File: src/rtl/sma_stream_if.sv
// Sample-in / average-out bundle for the streaming moving-average filter.
// Latency: n/a (wiring only); the filter output is registered, one clock after accept.
// Backpressure: the x side uses valid/ready; the y side has none (valid pulse only).
//
// Signals:
//   x_valid  source -> filter  sample offered
//   x        source -> filter  signed sample, DATA_W bits
//   x_ready  filter -> source  filter can take a sample this cycle
//   y_valid  filter -> sink    one-cycle pulse, y carries a fresh average
//   y        filter -> sink    signed average, held between pulses
//   primed   filter -> sink    window completely filled since the last clear/reset
interface sma_stream_if #(
    parameter int DATA_W = 16
);
    logic                     x_valid;
    logic signed [DATA_W-1:0] x;
    logic                     x_ready;
    logic                     y_valid;
    logic signed [DATA_W-1:0] y;
    logic                     primed;

    // Sample source / result consumer side.
    modport master (
        output x_valid,
        output x,
        input  x_ready,
        input  y_valid,
        input  y,
        input  primed
    );

    // Filter side.
    modport slave (
        input  x_valid,
        input  x,
        output x_ready,
        output y_valid,
        output y,
        output primed
    );
endinterface

File: src/rtl/sma_stream.sv
// Streaming simple moving average over the last 2**LOG2_DEPTH accepted samples.
// Latency: 1 clk from the accept edge to y/y_valid; one result per accepted sample.
// Backpressure: x_ready low only while the history is being flushed; no output backpressure.
//
// Ports:
//   clk    clock, everything on the rising edge
//   rst    synchronous active-high reset: flush history, zero y, drop primed
//   clear  synchronous pulse: flush history like rst but keep y
//   s      sma_stream_if.slave: x_valid/x/x_ready in, y_valid/y/primed out
module sma_stream #(
    parameter int DATA_W     = 16,
    parameter int LOG2_DEPTH = 2,
    parameter int ROUND_MODE = 0
) (
    input  logic         clk,
    input  logic         rst,
    input  logic         clear,
    sma_stream_if.slave  s
);
    localparam int N     = 1 << LOG2_DEPTH;
    // Sum of N DATA_W-bit signed samples never needs more than LOG2_DEPTH extra bits.
    localparam int ACC_W = DATA_W + LOG2_DEPTH;

    localparam logic [0:0] ST_CLEAR = 1'b0;
    localparam logic [0:0] ST_RUN   = 1'b1;

    localparam logic [LOG2_DEPTH:0]          CNT_FULL  = (LOG2_DEPTH+1)'(N);
    localparam logic [LOG2_DEPTH-1:0]        WP_LAST   = LOG2_DEPTH'(N - 1);
    // Bias added before the arithmetic shift: N-1 turns floor into truncation for
    // negative sums; N/2 gives round-half-up.
    localparam logic signed [ACC_W-1:0]      BIAS_TRUNC = ACC_W'(N - 1);
    localparam logic signed [ACC_W-1:0]      BIAS_HALF  = ACC_W'(N / 2);

    logic [0:0]               state_q, state_d;
    logic [LOG2_DEPTH-1:0]    wp_q, wp_d;
    logic signed [ACC_W-1:0]  acc_q, acc_d;
    logic [LOG2_DEPTH:0]      cnt_q, cnt_d;
    logic                     primed_q, primed_d;
    logic signed [DATA_W-1:0] y_q, y_d;
    logic                     y_valid_q, y_valid_d;

    logic signed [DATA_W-1:0] hist_q [N];
    logic                     hist_we;
    logic signed [DATA_W-1:0] hist_wdat;

    logic                     accept;
    logic signed [ACC_W-1:0]  x_ext;
    logic signed [ACC_W-1:0]  old_ext;
    logic signed [ACC_W-1:0]  sum_new;
    logic signed [ACC_W-1:0]  bias;
    logic signed [ACC_W-1:0]  biased;

    assign s.x_ready = (state_q == ST_RUN);
    assign s.y_valid = y_valid_q;
    assign s.y       = y_q;
    assign s.primed  = primed_q;

    always_comb begin
        state_d   = state_q;
        wp_d      = wp_q;
        acc_d     = acc_q;
        cnt_d     = cnt_q;
        primed_d  = primed_q;
        y_d       = y_q;
        y_valid_d = 1'b0;
        hist_we   = 1'b0;
        hist_wdat = '0;

        x_ext   = {{LOG2_DEPTH{s.x[DATA_W-1]}}, s.x};
        old_ext = {{LOG2_DEPTH{hist_q[wp_q][DATA_W-1]}}, hist_q[wp_q]};
        // Running sum after replacing the oldest sample with the incoming one.
        sum_new = acc_q + x_ext - old_ext;

        if (ROUND_MODE == 1) begin
            bias = BIAS_HALF;
        end else begin
            bias = sum_new[ACC_W-1] ? BIAS_TRUNC : '0;
        end
        biased = sum_new + bias;

        // A clear wins over a simultaneous transfer; the offered sample is dropped.
        accept = (state_q == ST_RUN) && s.x_valid && !clear;

        if (clear) begin
            state_d  = ST_CLEAR;
            wp_d     = '0;
            acc_d    = '0;
            cnt_d    = '0;
            primed_d = 1'b0;
        end else begin
            case (state_q)
                ST_CLEAR: begin
                    // Zero one history slot per cycle; leave once the pointer wraps.
                    hist_we = 1'b1;
                    wp_d    = wp_q + 1'b1;
                    if (wp_q == WP_LAST) begin
                        state_d = ST_RUN;
                    end
                end
                ST_RUN: begin
                    if (accept) begin
                        hist_we   = 1'b1;
                        hist_wdat = s.x;
                        wp_d      = wp_q + 1'b1;
                        acc_d     = sum_new;
                        cnt_d     = (cnt_q == CNT_FULL) ? cnt_q : cnt_q + 1'b1;
                        primed_d  = (cnt_d == CNT_FULL);
                        // The quotient always fits DATA_W; the upper bits are sign copies.
                        y_d       = DATA_W'(biased >>> LOG2_DEPTH);
                        y_valid_d = 1'b1;
                    end
                end
                default: begin
                    state_d = ST_CLEAR;
                end
            endcase
        end
    end

    always_ff @(posedge clk) begin
        if (rst) begin
            state_q   <= ST_CLEAR;
            wp_q      <= '0;
            acc_q     <= '0;
            cnt_q     <= '0;
            primed_q  <= 1'b0;
            y_q       <= '0;
            y_valid_q <= 1'b0;
        end else begin
            state_q   <= state_d;
            wp_q      <= wp_d;
            acc_q     <= acc_d;
            cnt_q     <= cnt_d;
            primed_q  <= primed_d;
            y_q       <= y_d;
            y_valid_q <= y_valid_d;
        end
    end

    // History needs no reset of its own: the CLEAR state rewrites every slot
    // before any sample can be accepted.
    always_ff @(posedge clk) begin
        if (hist_we && !rst) begin
            hist_q[wp_q] <= hist_wdat;
        end
    end
endmodule

File: src/flat_wrapper.sv
// flat-port wrapper written by rule: the top's interface ports become plain ports
module sma_stream_flat 
#(
    parameter int DATA_W     = 16,
    parameter int LOG2_DEPTH = 2,
    parameter int ROUND_MODE = 0
)
  (clk, rst, clear, s_x_valid, s_x, s_x_ready, s_y_valid, s_y, s_primed);
  sma_stream_if #(.DATA_W(DATA_W)) s_i ();
  input  logic clk;
  input  logic rst;
  input  logic clear;
  input wire logic [$bits(s_i.x_valid)-1:0] s_x_valid;
  input wire logic [$bits(s_i.x)-1:0] s_x;
  output wire logic [$bits(s_i.x_ready)-1:0] s_x_ready;
  output wire logic [$bits(s_i.y_valid)-1:0] s_y_valid;
  output wire logic [$bits(s_i.y)-1:0] s_y;
  output wire logic [$bits(s_i.primed)-1:0] s_primed;
  assign s_i.x_valid = s_x_valid;
  assign s_i.x = s_x;
  assign s_x_ready = s_i.x_ready;
  assign s_y_valid = s_i.y_valid;
  assign s_y = s_i.y;
  assign s_primed = s_i.primed;
  sma_stream #(.DATA_W(DATA_W), .LOG2_DEPTH(LOG2_DEPTH), .ROUND_MODE(ROUND_MODE)) u_core (.clk(clk), .rst(rst), .clear(clear), .s(s_i));
endmodule
File: config.mk
export PLATFORM = sky130hd
export DESIGN_NAME = sma_stream_flat
export DESIGN_NICKNAME = d
export VERILOG_FILES = /design/src/rtl/sma_stream_if.sv /design/src/rtl/sma_stream.sv /design/src/flat_wrapper.sv
export SDC_FILE = /design/constraint.sdc
export NUM_CORES = 1
export LEC_CHECK = 0
export ABC_CLOCK_PERIOD_IN_PS = 5140
export CAP_MARGIN = 20
export CORE_MARGIN = 2
export CORE_UTILIZATION = 50
export CTS_BUF_LIST = sky130_fd_sc_hd__clkbuf_4 sky130_fd_sc_hd__clkbuf_8
export DETAILED_ROUTE_END_ITERATION = 12
export GPL_TIMING_DRIVEN = 0
export PLACE_DENSITY = 0.72
export SYNTH_ARGS = -nofsm -noshare
export SYNTH_HDL_FRONTEND = slang
export SYNTH_SLANG_ARGS = --single-unit
File: constraint.sdc
create_clock -name clk -period 5.14 [get_ports clk]
set_input_delay 1.028 -clock clk [delete_from_list [all_inputs] [get_ports clk]]
set_output_delay 1.028 -clock clk [all_outputs]
set_load 0.05 [all_outputs]
==> flow_summary_export.csv <==
group,metric,value,unit
clocking,root_buffer,"clkbuf_8",
cells_and_area,multi_input_area,0.00273,mm2
detailed_routing,first_pass_iters,7,
place,gp_congestion,0.911,
place,dp_cells,727,
floorplan,die_x,113,um
run_status,status,"finished, final reports clean",
yosys,synth-seq-area-share,47.6,%
yosys,synth_top_area_share,32.6,%
cells_and_area,drive_above_1_share,8.35,%
yosys,ys_top_cells_by_area,"edfxtp_1 33%, dfxtp_1 15%, mux4_2 6.1%",
hold_path,hold_depth,2,
yosys,netlist_top_cells_count,"73 x inv_1, 64 x edfxtp_1, 50 x nor2_1",
detailed_routing,wl_per_cell,16.5,um
detailed_routing,vias,4154,
sta,period_share,93.5,%
setup_path,crit_required,5440,ps
detailed_routing,viasPerCell,5.60,
power_and_ir_drop,pwr-share-clk,27.7,%
cells_and_area,antenna_cells,0,
power_and_ir_drop,peakVddDrop,0.000140,V
setup_path,worst_setup_path_start_kind,"flop",
place,io_buffer_count,37,
setup_path,r2r_cells,14,
clocking,path_clk_slew,120,ps
floorplan,ioPinCount,39,
floorplan,rows,39,
power_and_ir_drop,pwr-share-seq,50.2,%
power_and_ir_drop,p_leak,2.56,nW
global_routing,grt_max_degree,20,
cells_and_area,fin_cells,742,
clocking,clockBufferDepth,2,
yosys,avgSynthCellArea,10.8,um2
yosys,synth.most_common_cell,"inv_1",
sta,maxSlewHeadroom,43.9,%
yosys,syn_area,0.00589,mm2
detailed_routing,drc,0,
place,pre_cts_ws,-278,ps
sta,setup_ws,333,ps
global_routing,grt_pass1_vias,4147,
global_routing,antenna_found_initial,0,
yosys,yosysWarnings,0,
floorplan,dieArea,0.0127,mm2
yosys,synth.distinct_cells,54,
sta,layout_min_cycle_time,4810,ps
setup_path,cp_top_family,"compound AO/OA/AOI/OAI gates",
yosys,synth_cells,547,
setup_path,path_buf_inv,3,
floorplan,coreArea,0.0115,mm2
setup_path,timing_worst_setup_path_type,"flop to flop",
power_and_ir_drop,switching_share,30.8,%
global_routing,grt_use_total,20.7,%
hold_path,worstHoldEndpoint,"u_core.acc_q[9]",
sta,maxClockFrequency,208,MHz
sta,hold_viol_final,0,
global_routing,grt_pass1_wl,20500,um
setup_path,crit_slowest_cell,"mux4_2",
floorplan,start_util,51.3,%
hold_path,min_from,"u_core.acc_q[9]",
sta,setup_viol,0,
cells_and_area,fillers,972,
power_and_ir_drop,design_power_total,0.00183,W
sta,skew,18.7,ps
setup_path,path_max_fanout,10,
sta,rsz0062_at_grt,"no",
cells_and_area,syn_to_final_growth,12.8,%
yosys,synth_flop_cell,"edfxtp_1",
setup_path,slowest_delay,580,ps
cells_and_area,seqCellArea,0.00280,mm2
power_and_ir_drop,p_comb_share,22.1,%
power_and_ir_drop,p_int,0.00127,W
cells_and_area,design_area,0.00664,mm2
place,dp_hpwl,9270,um
floorplan,die_y,113,um
setup_path,cp.arrival,5100,ps
detailed_routing,wirelength,12200,um
setup_path,path_cells,"clkdlybuf4s18_2 -> mux4_2 -> fa_1 -> inv_1 -> ha_1 -> buf_6 -> a21o_1 -> a221o_1 -> o21a_1 -> or4_4 -> a311oi_2 -> nor4b_4 -> xor2_1 -> a211oi_1",
job,max-cap-violations,0,
sta,holdWs,464,ps
yosys,synth_edf_count,64,
setup_path,crit_path_end_kind,"flop",
power_and_ir_drop,powerDensity,275,mW/mm2
detailed_routing,drtIter0Drc,229,
clocking,clkLatencyLatePin,380,ps
hold_path,hp-class,"flop to flop",
setup_path,r2r_end,"u_core.s.y[14]",
setup_path,rrSetupSlack,330,ps
clocking,cts_tree,"yes",
clocking,cts_made_buffers,9,
yosys,syn-num-nets,609,
sta,slew_violations,0,
yosys,synth_seq_cells,108,
cells_and_area,nets,656,
place,dpl-instance-area,0.00644,mm2
sta,worstMarginPinSlew,842,ps
clocking,htree_levels,3,
yosys,yosysTopAreaCell,"edfxtp_1",
detailed_routing,antenna_left,0,
global_routing,grt_overflow,0,
power_and_ir_drop,p_switching,0.000563,W
yosys,synth-async-reset-ratio,0,%
clocking,numClockSinks,108,
layout make-up:
cell class	count	share of cell area, %
plain buffers	22	1.47
multi-input cells	343	41.2
repair buffers	37	5.58
clock inverters	7	0.886
well taps	143	2.69
clock buffers	9	1.87
flip-flops and latches	108	42.2
inverters	73	4.13
metal layers:
layer	share of wire, %	track usage, %
met3	4.3	4.10
met4	0.95	4.80
met1	45	27.8
met2	49	35.0
met5	0	0
sequential cells by signal (all words and copies together), names as in the netlist, named ones only:
signal            count
u_core.wp_q           2
u_core.acc_q         18
u_core.s.y           16
u_core.s.y_valid      1
u_core.cnt_q          3
u_core.s.primed       1
u_core.s.x_ready      1
u_core.hist_q        64
worst register-to-register path: stages (launching register included):
cell	delay, ps
dfxtp_2	490
clkdlybuf4s18_2	490
mux4_2	580
fa_1	500
inv_1	50
ha_1	290
buf_6	140
a21o_1	180
a221o_1	420
o21a_1	260
or4_4	500
a311oi_2	260
nor4b_4	260
xor2_1	100
a211oi_1	220
cells by family (layout without fill, tap and decap cells):
kind of cell	Yosys count	in the layout	share of synthesized area, %
flops	108	108	47.6
simple gates	168	168	14.4
buf+inv	96	148	6.25
fa+ha+maj	42	42	11.1
compound gates	87	87	10.0
mux	19	19	6.65
xor+xnor	27	27	4.02
worst max path at each step:
| stage | start | endpoint | slack [ps] | depth (start not counted) |
|---|---|---|---|---|
| floorplan | flop | u_core.s.y[15] | 280 | 15 |
| global placement | flop | u_core.s.y[15] | -270 | 15 |
| detailed placement | flop | u_core.s.y[15] | -280 | 15 |
| CTS | flop | u_core.s.y[14] | 80 | 14 |
| global route | flop | u_core.s.y[14] | 50 | 14 |
| finish | flop | u_core.s.y[14] | 330 | 14 |
timing repair:
| item | CTS | global route |
|---|---|---|
| gates resized for setup | 2 | 7 |
| setup endpoints to repair | 12 | 11 |
| hold buffers | 0 | 0 |
| hold endpoints to repair | 0 | 0 |
| pin swaps | 0 | 0 |
| buffers inserted | 0 | 0 |
power groups by stage:
stage,clock [W],sequential [W],combinational [W]
final,0.000506,0.000918,0.000404
after global routing,0.000547,0.000919,0.000448
after CTS,0.000510,0.000918,0.000400
after detailed placement,0,0.000936,0.000398
after global placement,0,0.000936,0.000394
after floorplan,0,0.000936,0.000306
placed cells by master (no fill, tap or decap), types with 8 or more instances in the layout:
cell	instances
fa_1	17
clkbuf_8	9
mux4_2	16
edfxtp_1	64
dfxtp_1	43
a211oi_1	15
nand2_1	37
xor2_1	13
nor2_1	50
a21oi_1	32
nand3_1	8
clkdlybuf4s50_1	37
xnor2_1	12
ha_1	25
nor3_1	28
inv_1	73
clkbuf_1	17
stage by stage:
| stage | setup TNS, ps | utilization [%] |
|---|---|---|
| 6_report | 0 | 57.9 |
| 5_1_grt | 0 | 57.9 |
| 4_1_cts | 0 | 57.8 |
| 3_5_place_dp | -1830 | 56.1 |
| 3_3_place_gp | -1630 | 56.1 |
| 2_1_floorplan | 0 | - |
Power figures use the tool's default switching activity.
